**src/rtl/cd_isa_pkg.sv**
```systemverilog
// Constants and frame helpers shared by the controller<->PDU serial link (tx and rx sides).
package cd_isa_pkg;

  localparam int         CTRL_FRAME_BYTES = 9;
  localparam logic [7:0] CTRL_SYNC_BYTE   = 8'hA5;

  localparam int FLG_MPU_LSB = 0;
  localparam int FLG_STF     = 2;
  localparam int FLG_STR     = 3;
  localparam int FLG_STOP    = 4;

  typedef enum logic [1:0] {
    IDLE  = 2'd0,
    START = 2'd1,
    DATA  = 2'd2,
    STOP  = 2'd3
  } tx_state_e;

  function automatic logic [7:0] pack_flags(input logic [1:0] mpu, input logic stf,
                                            input logic str, input logic stop);
    logic [7:0] f;
    f                    = 8'h00;
    f[FLG_MPU_LSB +: 2]  = mpu;
    f[FLG_STF]           = stf;
    f[FLG_STR]           = str;
    f[FLG_STOP]          = stop;
    return f;
  endfunction

  // Checksum covers the payload only; the sync byte is deliberately excluded.
  function automatic logic [7:0] payload_xor(input logic [55:0] payload);
    logic [7:0] x;
    x = 8'h00;
    for (int i = 0; i < 7; i++) begin
      x = x ^ payload[8*i +: 8];
    end
    return x;
  endfunction

endpackage

```
**src/rtl/uart_tx_byte.sv**
```systemverilog
// 8N1 byte serialiser, LSB first. Accepts the next byte in the last stop-bit cycle so
// consecutive bytes leave the line with no idle gap.
module uart_tx_byte
  import cd_isa_pkg::*;
#(
  parameter int CLK_DIV = 417
) (
  input  logic       clk_in,
  input  logic       rst_in,
  input  logic       byte_valid_in,
  input  logic [7:0] byte_in,
  output logic       byte_ready_out,
  output logic       stop_end_out,
  output logic       tx_out
);

  localparam logic [15:0] RELOAD = 16'(CLK_DIV - 1);

  tx_state_e   state_q, state_d;
  logic [15:0] cnt_q, cnt_d;
  logic [2:0]  bit_q, bit_d;
  logic [7:0]  shift_q, shift_d;
  logic        tx_q, tx_d;

  always_ff @(posedge clk_in or negedge rst_in) begin
    if (!rst_in) begin
      state_q <= IDLE;
      cnt_q   <= 16'd0;
      bit_q   <= 3'd0;
      shift_q <= 8'h00;
      tx_q    <= 1'b1;
    end else begin
      state_q <= state_d;
      cnt_q   <= cnt_d;
      bit_q   <= bit_d;
      shift_q <= shift_d;
      tx_q    <= tx_d;
    end
  end

  always_comb begin
    state_d        = state_q;
    cnt_d          = cnt_q;
    bit_d          = bit_q;
    shift_d        = shift_q;
    tx_d           = tx_q;
    byte_ready_out = 1'b0;
    stop_end_out   = 1'b0;
    case (state_q)
      IDLE: begin
        byte_ready_out = 1'b1;
        if (byte_valid_in) begin
          state_d = START;
          cnt_d   = RELOAD;
          shift_d = byte_in;
          tx_d    = 1'b0;
        end
      end
      START: begin
        if (cnt_q == 16'd0) begin
          state_d = DATA;
          cnt_d   = RELOAD;
          bit_d   = 3'd0;
          tx_d    = shift_q[0];
        end else begin
          cnt_d = cnt_q - 16'd1;
        end
      end
      DATA: begin
        if (cnt_q == 16'd0) begin
          cnt_d = RELOAD;
          if (bit_q == 3'd7) begin
            state_d = STOP;
            tx_d    = 1'b1;
          end else begin
            bit_d   = bit_q + 3'd1;
            shift_d = {1'b0, shift_q[7:1]};
            tx_d    = shift_q[1];
          end
        end else begin
          cnt_d = cnt_q - 16'd1;
        end
      end
      STOP: begin
        if (cnt_q == 16'd0) begin
          stop_end_out   = 1'b1;
          byte_ready_out = 1'b1;
          if (byte_valid_in) begin
            state_d = START;
            cnt_d   = RELOAD;
            shift_d = byte_in;
            tx_d    = 1'b0;
          end else begin
            state_d = IDLE;
          end
        end else begin
          cnt_d = cnt_q - 16'd1;
        end
      end
      default: state_d = IDLE;
    endcase
  end

  assign tx_out = tx_q;

endmodule

```
**src/rtl/if_ctrl2pdu_tx.sv**
```systemverilog
// Controller-side RS485 frame transmitter: snapshots encoder/KA/flags on a strobe and
// sends SYNC, 7 payload bytes and an XOR checksum as one 9-byte 8N1 frame.
module if_ctrl2pdu_tx
  import cd_isa_pkg::*;
#(
  parameter int         CLK_DIV   = 417,
  parameter logic [7:0] SYNC_BYTE = CTRL_SYNC_BYTE
) (
  input  logic        clk_in,
  input  logic        rst_in,
  input  logic        f100_in,
  input  logic [31:0] enc_in,
  input  logic [15:0] ka_status_in,
  input  logic [1:0]  mpu_status_in,
  input  logic        stf_in,
  input  logic        str_in,
  input  logic        stop_in,
  output logic        rs_tx_out,
  output logic        busy_out,
  output logic        frame_done_out,
  output logic        drop_out
);

  localparam logic [3:0] LAST_IDX = 4'(CTRL_FRAME_BYTES - 1);

  logic [55:0] shadow_q, shadow_d;
  logic [7:0]  csum_q, csum_d;
  logic [3:0]  byte_idx_q, byte_idx_d;
  logic        pending_q, pending_d;
  logic        busy_q, busy_d;
  logic        done_q, done_d;
  logic        drop_q, drop_d;

  logic        byte_ready;
  logic        stop_end;
  logic [7:0]  tx_byte;
  logic [55:0] payload;

  assign payload = {enc_in, ka_status_in, pack_flags(mpu_status_in, stf_in, str_in, stop_in)};

  always_ff @(posedge clk_in or negedge rst_in) begin
    if (!rst_in) begin
      shadow_q   <= 56'd0;
      csum_q     <= 8'h00;
      byte_idx_q <= 4'd0;
      pending_q  <= 1'b0;
      busy_q     <= 1'b0;
      done_q     <= 1'b0;
      drop_q     <= 1'b0;
    end else begin
      shadow_q   <= shadow_d;
      csum_q     <= csum_d;
      byte_idx_q <= byte_idx_d;
      pending_q  <= pending_d;
      busy_q     <= busy_d;
      done_q     <= done_d;
      drop_q     <= drop_d;
    end
  end

  // pending_q means "a byte at byte_idx_q still has to be handed to the serialiser";
  // busy_q stays high until the serialiser finishes the checksum's stop bit.
  always_comb begin
    shadow_d   = shadow_q;
    csum_d     = csum_q;
    byte_idx_d = byte_idx_q;
    pending_d  = pending_q;
    busy_d     = busy_q;
    done_d     = 1'b0;
    drop_d     = 1'b0;
    if (f100_in) begin
      if (busy_q) begin
        drop_d = 1'b1;
      end else begin
        shadow_d   = payload;
        csum_d     = payload_xor(payload);
        byte_idx_d = 4'd0;
        pending_d  = 1'b1;
        busy_d     = 1'b1;
      end
    end
    if (pending_q && byte_ready) begin
      if (byte_idx_q == LAST_IDX) begin
        pending_d = 1'b0;
      end else begin
        byte_idx_d = byte_idx_q + 4'd1;
      end
    end
    if (busy_q && !pending_q && stop_end) begin
      busy_d = 1'b0;
      done_d = 1'b1;
    end
  end

  always_comb begin
    tx_byte = SYNC_BYTE;
    case (byte_idx_q)
      4'd1:    tx_byte = shadow_q[55:48];
      4'd2:    tx_byte = shadow_q[47:40];
      4'd3:    tx_byte = shadow_q[39:32];
      4'd4:    tx_byte = shadow_q[31:24];
      4'd5:    tx_byte = shadow_q[23:16];
      4'd6:    tx_byte = shadow_q[15:8];
      4'd7:    tx_byte = shadow_q[7:0];
      4'd8:    tx_byte = csum_q;
      default: tx_byte = SYNC_BYTE;
    endcase
  end

  uart_tx_byte #(
    .CLK_DIV(CLK_DIV)
  ) u_ser (
    .clk_in        (clk_in),
    .rst_in        (rst_in),
    .byte_valid_in (pending_q),
    .byte_in       (tx_byte),
    .byte_ready_out(byte_ready),
    .stop_end_out  (stop_end),
    .tx_out        (rs_tx_out)
  );

  assign busy_out       = busy_q;
  assign frame_done_out = done_q;
  assign drop_out       = drop_q;

endmodule

```
**config.mk**
```make
export PLATFORM = sky130hd
export DESIGN_NAME = if_ctrl2pdu_tx
export DESIGN_NICKNAME = d
export VERILOG_FILES = /design/src/rtl/cd_isa_pkg.sv /design/src/rtl/uart_tx_byte.sv /design/src/rtl/if_ctrl2pdu_tx.sv
export SDC_FILE = /design/constraint.sdc
export NUM_CORES = 1
export LEC_CHECK = 0
export CAP_MARGIN = 15
export CORE_UTILIZATION = 51
export DETAILED_ROUTE_END_ITERATION = 8
export GPL_ROUTABILITY_DRIVEN = 0
export PLACE_DENSITY = 0.69
export SKIP_CTS_REPAIR_TIMING = 1
export SLEW_MARGIN = 40
export SYNTH_ARGS = -nofsm -noshare
export SYNTH_HDL_FRONTEND = slang
export SYNTH_HIERARCHICAL = 1
export SYNTH_SLANG_ARGS = --single-unit
```
**constraint.sdc**
```tcl
create_clock -name clk_in -period 3.9 [get_ports clk_in]
set_input_delay 0.78 -clock clk_in [delete_from_list [all_inputs] [get_ports clk_in]]
set_output_delay 0.78 -clock clk_in [all_outputs]
set_load 0.005 [all_outputs]
```
==> impl_metrics.tcl, run 1 <==
set metrics [dict create \
    synthTopCellsByArea "dfrtp_1 (45%), nand2_1 (14%), xnor2_1 (6.5%)" \
    timing.hold.ws_ps 431 \
    dieArea_sq_mm 0.0110 \
    tightest_slew_ps 749 \
    area_growth_pct 15.5 \
    layout-drive-gt1-share_pct 7.67 \
    grt_setup_unrepaired "false" \
    row_count 37 \
    place_hpwl_mm 8.86 \
    ant_nets 0 \
    cts_buffers 9 \
    numPortBuffers 59 \
    vias_per_cell 5.60 \
    ys_async_sr_fraction_pct 100 \
    synthDistinctLibCells 63 \
    r2r-end "u_ser/shift_q[3]$_DFFE_PN0P_" \
    synth_largest_area_cell "dfrtp_1" \
    synthCells 602 \
    core_area_sq_mm 0.0103 \
    synth_common_cells "nand2_1 (196), dfrtp_1 (98), xnor2_1 (40), nor2_1 (23)" \
    fin_tns_setup_ps 0 \
    final_util_pct 60.6 \
    cp-start-kind "flop" \
    antennaDiodeCount 0 \
    syn_nets 670 \
    io_pins 60 \
    clk_path_buf_depth 2 \
    hp-class "in -> async" \
    die_y_um 105 \
    wl_per_cell_um 15.7 \
    run_status "finished clean" \
    maxSlewHeadroom_pct 50.1 \
    cts_sinks 99 \
    fin_area_sq_mm 0.00623 \
    synth_top_area_share_pct 45.5 \
    hold_violations 0 \
    n_fill_cell 898 \
    ys_seq_area_share_pct 46.0 \
    clk_pin_slew_ps 90 \
    max_freq_mhz 405 \
    critPathKind "reg -> reg" \
    min_period_over_period_pct 63.3 \
    place_area_sq_mm 0.00604 \
    leakagePower_nw 2.84 \
    vias 4412 \
    syn_area_per_cell_sq_um 8.96 \
    yosysMostFrequentCell "nand2_1" \
    crit_path_end_kind "flop" \
    synth_seq_cells 99 \
    initialDrtViolationCount 286 \
    grt_pass1_vias 4177 \
    finalClockSkew_ps 5.84 \
    synth_area_sq_mm 0.00539 \
    endpoint "u_ser/shift_q[3]$_DFFE_PN0P_" \
    drc 0 \
    dr.pass1.iters 8 \
    power.density_mw_per_mm2 740 \
    cts_tree "done" \
    clock-root-buffer "clkbuf_8" \
    reg2regPathDepth 8 \
    grt_max_degree 56 \
    yosys_warnings 6 \
    worstPathArrival_ps 2720 \
    maxCapViolCount 0 \
    reg2reg_slack_ps 1430 \
    fp.dieW_um 105 \
    grt_pass1_wl_mm 20.3 \
    setup_viol 0 \
    clkLatencyLatePin_ps 360 \
    synth_edf_count 0 \
    htreeDepth 3 \
    overflow 0 \
    period_needed_ps 2470 \
    crit_fanout 17 \
    drv_slew 0 \
    grt_usage_pct 23.5 \
    routed_wirelength_mm 12.4 \
    critPathRequiredTime_ps 4150 \
    nets 715 \
    ir_drop_mv 0.344 \
    grt_antenna_before_repair 0 \
    synth_ff_type "dfrtp_1" \
    start_util_pct 52.5 \
]
power breakdown:
group | leakage (nW) | total [mW] | switching [mW] | internal [mW]
clock network | 0.0936 | 0.614 | 0.344 | 0.269
registers | 1.25 | 1.91 | 0.426 | 1.48
logic | 1.50 | 2.08 | 1.17 | 0.911
total | 2.84 | 4.61 | 1.94 | 2.66
registers in the layout (all words and copies together), names as in the netlist, 2 cells and up, named ones only:
signal,flops
csum_q,8
shadow_q,53
u_ser/shift_q,8
u_ser/bit_q,3
byte_idx_q,3
u_ser/cnt_q,16
u_ser/state_q,2
cell usage in the layout (no fill, tap or decap), drive strengths merged, types with 2 or more instances in the layout:
cell type	n
a21o	2
a21oi	22
a221oi	3
a222oi	5
a22o	5
a22oi	9
a31oi	14
a32o	3
and2	2
and3	5
and4	2
buf	7
clkbuf	13
clkdlybuf4s50	58
clkinv	3
dfrtp	98
ha	12
inv	13
mux2	17
mux2i	2
nand2	196
nand2b	4
nand3	10
nand4	5
nor2	24
nor2b	2
nor3	9
nor3b	2
nor4	4
nor4b	2
o211ai	2
o21ai	26
o221ai	3
o22a	2
o22ai	2
o31ai	3
or4	3
xnor2	40
xor2	6
worst min path at each step:
stage	slack (ps)	from	depth (start not counted)	to
after floorplan	440	shadow_q[36]$_DFFE_PN0P_	2	shadow_q[36]$_DFFE_PN0P_
after global placement	460	u_ser/tx_out$_DFFE_PN1P_	2	u_ser/tx_out$_DFFE_PN1P_
after detailed placement	460	shadow_q[33]$_DFFE_PN0P_	2	shadow_q[33]$_DFFE_PN0P_
after CTS	450	rst_in	1	u_ser/bit_q[2]$_DFFE_PN0P_
after global routing	470	rst_in	1	u_ser/cnt_q[0]$_DFF_PN0_
final	430	rst_in	1	u_ser/cnt_q[10]$_DFF_PN0_
routing by layer:
metal	track usage, %	routed length, um
met1	30.2	5540
met2	41.0	6170
met3	4.12	482
met4	5.84	191
met5	0	0
critical path, cell delays in order (launching register included):
cell      delay [ps]
dfrtp_1          410
inv_1             90
ha_1             420
a222oi_1         420
a31oi_1          130
a31oi_1          230
a31oi_1          110
mux2_2           280
mux2_2           260
through the flow:
step | instances | setup WS [ps] | total power [mW]
after floorplan | 602 | 1870 | 3.40
after global placement | 771 | 1350 | 3.90
after detailed placement | 772 | 1510 | 3.98
after CTS | 788 | 1490 | 4.60
after global routing | 788 | 1260 | 4.96
final | 788 | 1430 | 4.61
area by class of cell:
cell class,count,area (sq um),share of cell area [%]
Clock buffer,13,159,2.55
Timing Repair Buffer,65,641,10.3
Multi-Input combinational cell,459,2710,43.5
Clock inverter,3,22.5,0.362
Sequential cell,99,2480,39.8
Inverter,13,48.8,0.784
Tap cell,136,170,2.73
kinds of logic (layout without fill, tap and decap cells):
logic type,Yosys count,in the layout,synth area share [%]
DFF,99,99,46.0
and+or+nand+nor,274,274,22.2
AOI/OAI and AO/OA,108,108,13.5
muxes,19,19,3.99
buffers and inverters,44,94,4.01
xor gates and xnor gates,46,46,7.47
adders and majority gates,12,12,2.78
(Power assumes the default switching activity.)
==> inputs of run 2 (changes only) <==
==> constraint.sdc (replaced) <==
create_clock -name clk_in -period 2.5 [get_ports clk_in]
set_input_delay 0.5 -clock clk_in [delete_from_list [all_inputs] [get_ports clk_in]]
set_output_delay 0.5 -clock clk_in [all_outputs]
set_load 0.005 [all_outputs]
==> impl_metrics.tcl, run 2 (synthesis gave the netlist of run 1 again) <==
set metrics [dict create \
    routed_wirelength_mm 12.8 \
    grt_use_met1_pct 30.3 \
    antennaDiodeCount 0 \
    max_freq_mhz 423 \
    layout-drive-gt1-share_pct 9.68 \
    ant_nets 0 \
    clock-root-buffer "clkbuf_8" \
    crit_fanout 13 \
    drv_slew 0 \
    drc 0 \
    run_status "finished clean" \
    min_period_over_period_pct 94.5 \
    place_hpwl_mm 9.16 \
    regMostFlops "shadow_q" \
    setup_viol 0 \
    gr-usage-met2_pct 43.5 \
    maxCapViolCount 0 \
    slowest_delay_ps 450 \
    cts_buffers 9 \
    initialDrtViolationCount 276 \
    grt_use_met3_pct 5.93 \
    critPathBufInv 0 \
    hp-class "in -> async" \
    tightest_slew_ps 735 \
    final_common_cell "nand2_1" \
    start_util_pct 52.5 \
    io_pins 60 \
    critical-path-top-delay-family "compound AO/OA/AOI/OAI gates" \
    finalClockSkew_ps 7.80 \
    n_fill_cell 918 \
    critPathKind "reg -> reg" \
    clk_pin_slew_ps 90 \
    crit_top_cell "mux2_2" \
    critPathRequiredTime_ps 2780 \
    fin_tns_setup_ps 0 \
    fp.dieW_um 105 \
    power.density_mw_per_mm2 1180 \
    numPortBuffers 59 \
    grt_max_degree 48 \
    dieArea_sq_mm 0.0110 \
    overflow 0 \
    wl_per_cell_um 16.1 \
    dr.pass1.iters 7 \
    core_area_sq_mm 0.0103 \
    die_y_um 105 \
    pre_cts_slack_ps 8.20 \
    hold_violations 0 \
    grt_pass1_wl_mm 21.6 \
    htreeDepth 3 \
    busiest_layer "met2" \
    cp_slowest_cell "dfrtp_1" \
    worstPathArrival_ps 2640 \
    fin_ws_ps 136 \
    cp-start-kind "flop" \
    row_count 37 \
    crit_path_end_kind "flop" \
    grt_setup_unrepaired "false" \
    clk_path_buf_depth 2 \
    grt_usage_pct 24.9 \
    layout_common_cells "nand2_1 (196), dfrtp_1 (98), clkdlybuf4s50_1 (58)" \
    clkLatencyLatePin_ps 380 \
    ir_drop_mv 0.704 \
    vias 4460 \
    vias_per_cell 5.60 \
    leakagePower_nw 2.91 \
    nets 724 \
    cts_sinks 99 \
    largest_reg_flops 53 \
    maxSlewHeadroom_pct 50.8 \
    cts_tree "done" \
    period_needed_ps 2360 \
    grt_pass1_vias 4520 \
    grt_antenna_before_repair 0 \
    area_growth_pct 18.3 \
    reg_top3 "shadow_q (53), u_ser/cnt_q (16)" \
    cp_cell_sequence "ha_1 -> a222oi_1 -> nor2_1 -> a221oi_2 -> o221ai_1 -> mux2_2 -> mux2_2" \
]
run 2: final cells by class:
type | instances | area (sq um) | area share, %
clock buffer | 12 | 155 | 2.43
clock inverter | 4 | 72.6 | 1.14
inverter | 13 | 48.8 | 0.765
multi-input combinational | 459 | 2730 | 42.7
sequential | 99 | 2480 | 38.9
tap | 136 | 170 | 2.67
timing repair buffer | 74 | 726 | 11.4
run 2: where the power goes:
group | internal [mW] | total, mW | switching, mW
Sequential | 2.31 | 2.89 | 0.582
Combinational | 1.52 | 3.47 | 1.95
Clock | 0.617 | 1.18 | 0.566
Total | 4.45 | 7.55 | 3.10
run 2: per-layer routing:
| metal | routed length, um | vias up |
|---|---|---|
| met1 | 5500 | 2148 |
| met4 | 222 | 0 |
| met2 | 6510 | 127 |
| met5 | 0 | - |
| met3 | 590 | 20 |
| li1 | - | 2165 |
run 2: metrics by stage:
stage / instances / utilization (%) / power (mW) / hold WS [ps] / area, sq um
floorplan: 602 / - / 5.31 / 204 / 5390
global placement: 781 / 59.6 / 6.21 / 444 / 6130
detailed placement: 781 / 59.7 / 6.32 / 448 / 6130
CTS: 797 / 61.9 / 7.52 / 29.1 / 6360
global route: 797 / 62.0 / 8.09 / 42.5 / 6380
finish: 797 / 62.0 / 7.55 / 28.4 / 6380
run 2: worst paths after layout:
check,cells past startpoint,startpoint,slack [ps],endpoint
worst max register to register,7,byte_idx_q[0]$_DFF_PN0_,140,u_ser/shift_q[0]$_DFFE_PN0P_
max in group asynchronous,2,rst_in,1720,u_ser/tx_out$_DFFE_PN1P_
min in group clk_in,2,u_ser/tx_out$_DFFE_PN1P_,470,u_ser/tx_out$_DFFE_PN1P_
worst max-delay path,7,byte_idx_q[0]$_DFF_PN0_,140,u_ser/shift_q[0]$_DFFE_PN0P_
worst min register to register,2,u_ser/tx_out$_DFFE_PN1P_,470,u_ser/tx_out$_DFFE_PN1P_
worst min-delay path,1,rst_in,30,u_ser/cnt_q[3]$_DFF_PN0_
==> inputs of run 3 (changes only) <==
--- a/config.mk
+++ b/config.mk
@@ -9,7 +9,7 @@
 export CORE_UTILIZATION = 51
 export DETAILED_ROUTE_END_ITERATION = 8
 export GPL_ROUTABILITY_DRIVEN = 0
-export PLACE_DENSITY = 0.69
+export PLACE_DENSITY_LB_ADDON = 0.1
 export SKIP_CTS_REPAIR_TIMING = 1
 export SLEW_MARGIN = 40
 export SYNTH_ARGS = -nofsm -noshare
==> impl_metrics.tcl, run 3 (synthesis gave the netlist of run 1 again) <==
set metrics [dict create \
    run_status "finished clean" \
    clock-root-buffer "clkbuf_8" \
    vias_per_cell 5.67 \
    nets 728 \
    cts_tree "done" \
    power.density_mw_per_mm2 1160 \
    reg2regPathDepth 7 \
    fin_area_sq_mm 0.00635 \
    fin_tns_setup_ps 0 \
    grt_max_degree 36 \
    total_power_mw 7.38 \
    grt_pass1_vias 4416 \
    layout-drive-gt1-share_pct 10.1 \
    tightest_slew_ps 713 \
    io_pins 60 \
    worstPathArrival_ps 2660 \
    n_fill_cell 941 \
    timing.hold.ws_ps 73.9 \
    crit_path_end_kind "flop" \
    period_needed_ps 2410 \
    antennaDiodeCount 0 \
    dieArea_sq_mm 0.0110 \
    grt_usage_pct 24.3 \
    ant_nets 0 \
    maxSlewHeadroom_pct 52.2 \
    clkLatencyLatePin_ps 370 \
    critPathRequiredTime_ps 2750 \
    drc 0 \
    htreeDepth 3 \
    final_util_pct 61.8 \
    reg2reg_slack_ps 90 \
    drv_slew 0 \
    clk_pin_slew_ps 100 \
    endpoint "u_ser/shift_q[0]$_DFFE_PN0P_" \
    maxCapViolCount 0 \
    vias 4541 \
    place_hpwl_mm 9.15 \
    dr.pass1.iters 8 \
    layout_common_cells "nand2_1 (196), dfrtp_1 (98), clkdlybuf4s50_1 (58)" \
    cts_sinks 99 \
    largest_reg_flops 53 \
    clk_path_buf_depth 2 \
    crit_fanout 13 \
    core_area_sq_mm 0.0103 \
    cp-start-kind "flop" \
    critPathKind "reg -> reg" \
    row_count 37 \
    hp-class "in -> async" \
    final_common_cell "nand2_1" \
    regMostFlops "shadow_q" \
    area_growth_pct 17.8 \
    cp-startpoint "byte_idx_q[0]$_DFF_PN0_" \
    hold_violations 0 \
    grt_antenna_before_repair 0 \
    reg_top3 "shadow_q (53), u_ser/cnt_q (16)" \
    die_y_um 105 \
    grt_pass1_wl_mm 21.1 \
    r2r-end "u_ser/shift_q[0]$_DFFE_PN0P_" \
    grt_setup_unrepaired "false" \
    routed_wirelength_mm 12.6 \
    numPortBuffers 59 \
    initialDrtViolationCount 302 \
    wl_per_cell_um 15.7 \
    setup_viol 0 \
    ir_drop_mv 0.558 \
    reg2reg_from "byte_idx_q[0]$_DFF_PN0_" \
    cts_buffers 9 \
    min_period_over_period_pct 96.5 \
    fp.dieW_um 105 \
    max_freq_mhz 415 \
    place_area_sq_mm 0.00615 \
    finalClockSkew_ps 9.55 \
    leakagePower_nw 2.91 \
    overflow 0 \
    start_util_pct 52.5 \
]
-- run 3: worst min path at each step --
stage / from / endpoint / slack, ps / cells past startpoint
6_report: rst_in / u_ser/cnt_q[12]$_DFF_PN0_ / 70 / 1
5_1_grt: rst_in / u_ser/cnt_q[13]$_DFF_PN0_ / 100 / 1
4_1_cts: rst_in / u_ser/cnt_q[13]$_DFF_PN0_ / 80 / 1
3_5_place_dp: u_ser/tx_out$_DFFE_PN1P_ / u_ser/tx_out$_DFFE_PN1P_ / 460 / 2
3_3_place_gp: shadow_q[36]$_DFFE_PN0P_ / shadow_q[36]$_DFFE_PN0P_ / 450 / 2
2_1_floorplan: rst_in / async pin / 200 / 0
-- run 3: per-layer routing --
metal / global-route usage (%) / routed length (um) / up-vias
met5: 0 / 0 / -
met4: 10.2 / 296 / 0
met3: 3.37 / 459 / 22
met2: 41.0 / 6200 / 116
met1: 31.3 / 5610 / 2226
li1: - / - / 2177
-- run 3: critical path, stage by stage, from the launching register on --
cell and delay, ps:
dfrtp_1 450, ha_1 440, a222oi_1 420, nor2_1 90, a221oi_2 180, o221ai_1 170
mux2_2 300, mux2_2 250
-- run 3: where the power goes --
part	internal [mW]	switching, mW	total [mW]
logic	1.53	1.93	3.45
registers	2.31	0.582	2.90
clock network	0.486	0.544	1.03
total	4.33	3.05	7.38
-- run 3: area by class of cell --
| class | instances | area, sq um | share of cell area [%] |
|---|---|---|---|
| clock inverter | 5 | 52.6 | 0.827 |
| inverter | 13 | 48.8 | 0.768 |
| clock buffer | 11 | 141 | 2.23 |
| multi-input combinational | 459 | 2720 | 42.8 |
| tap | 136 | 170 | 2.68 |
| timing repair buffer | 78 | 743 | 11.7 |
| sequential | 99 | 2480 | 39.0 |
-- run 3: metrics by stage --
stage                     setup WS (ps)  instances
after global routing               35.4        801
after global placement              122        785
after floorplan                     475        602
after CTS                          50.4        801
after detailed placement           78.3        785
final                              88.6        801
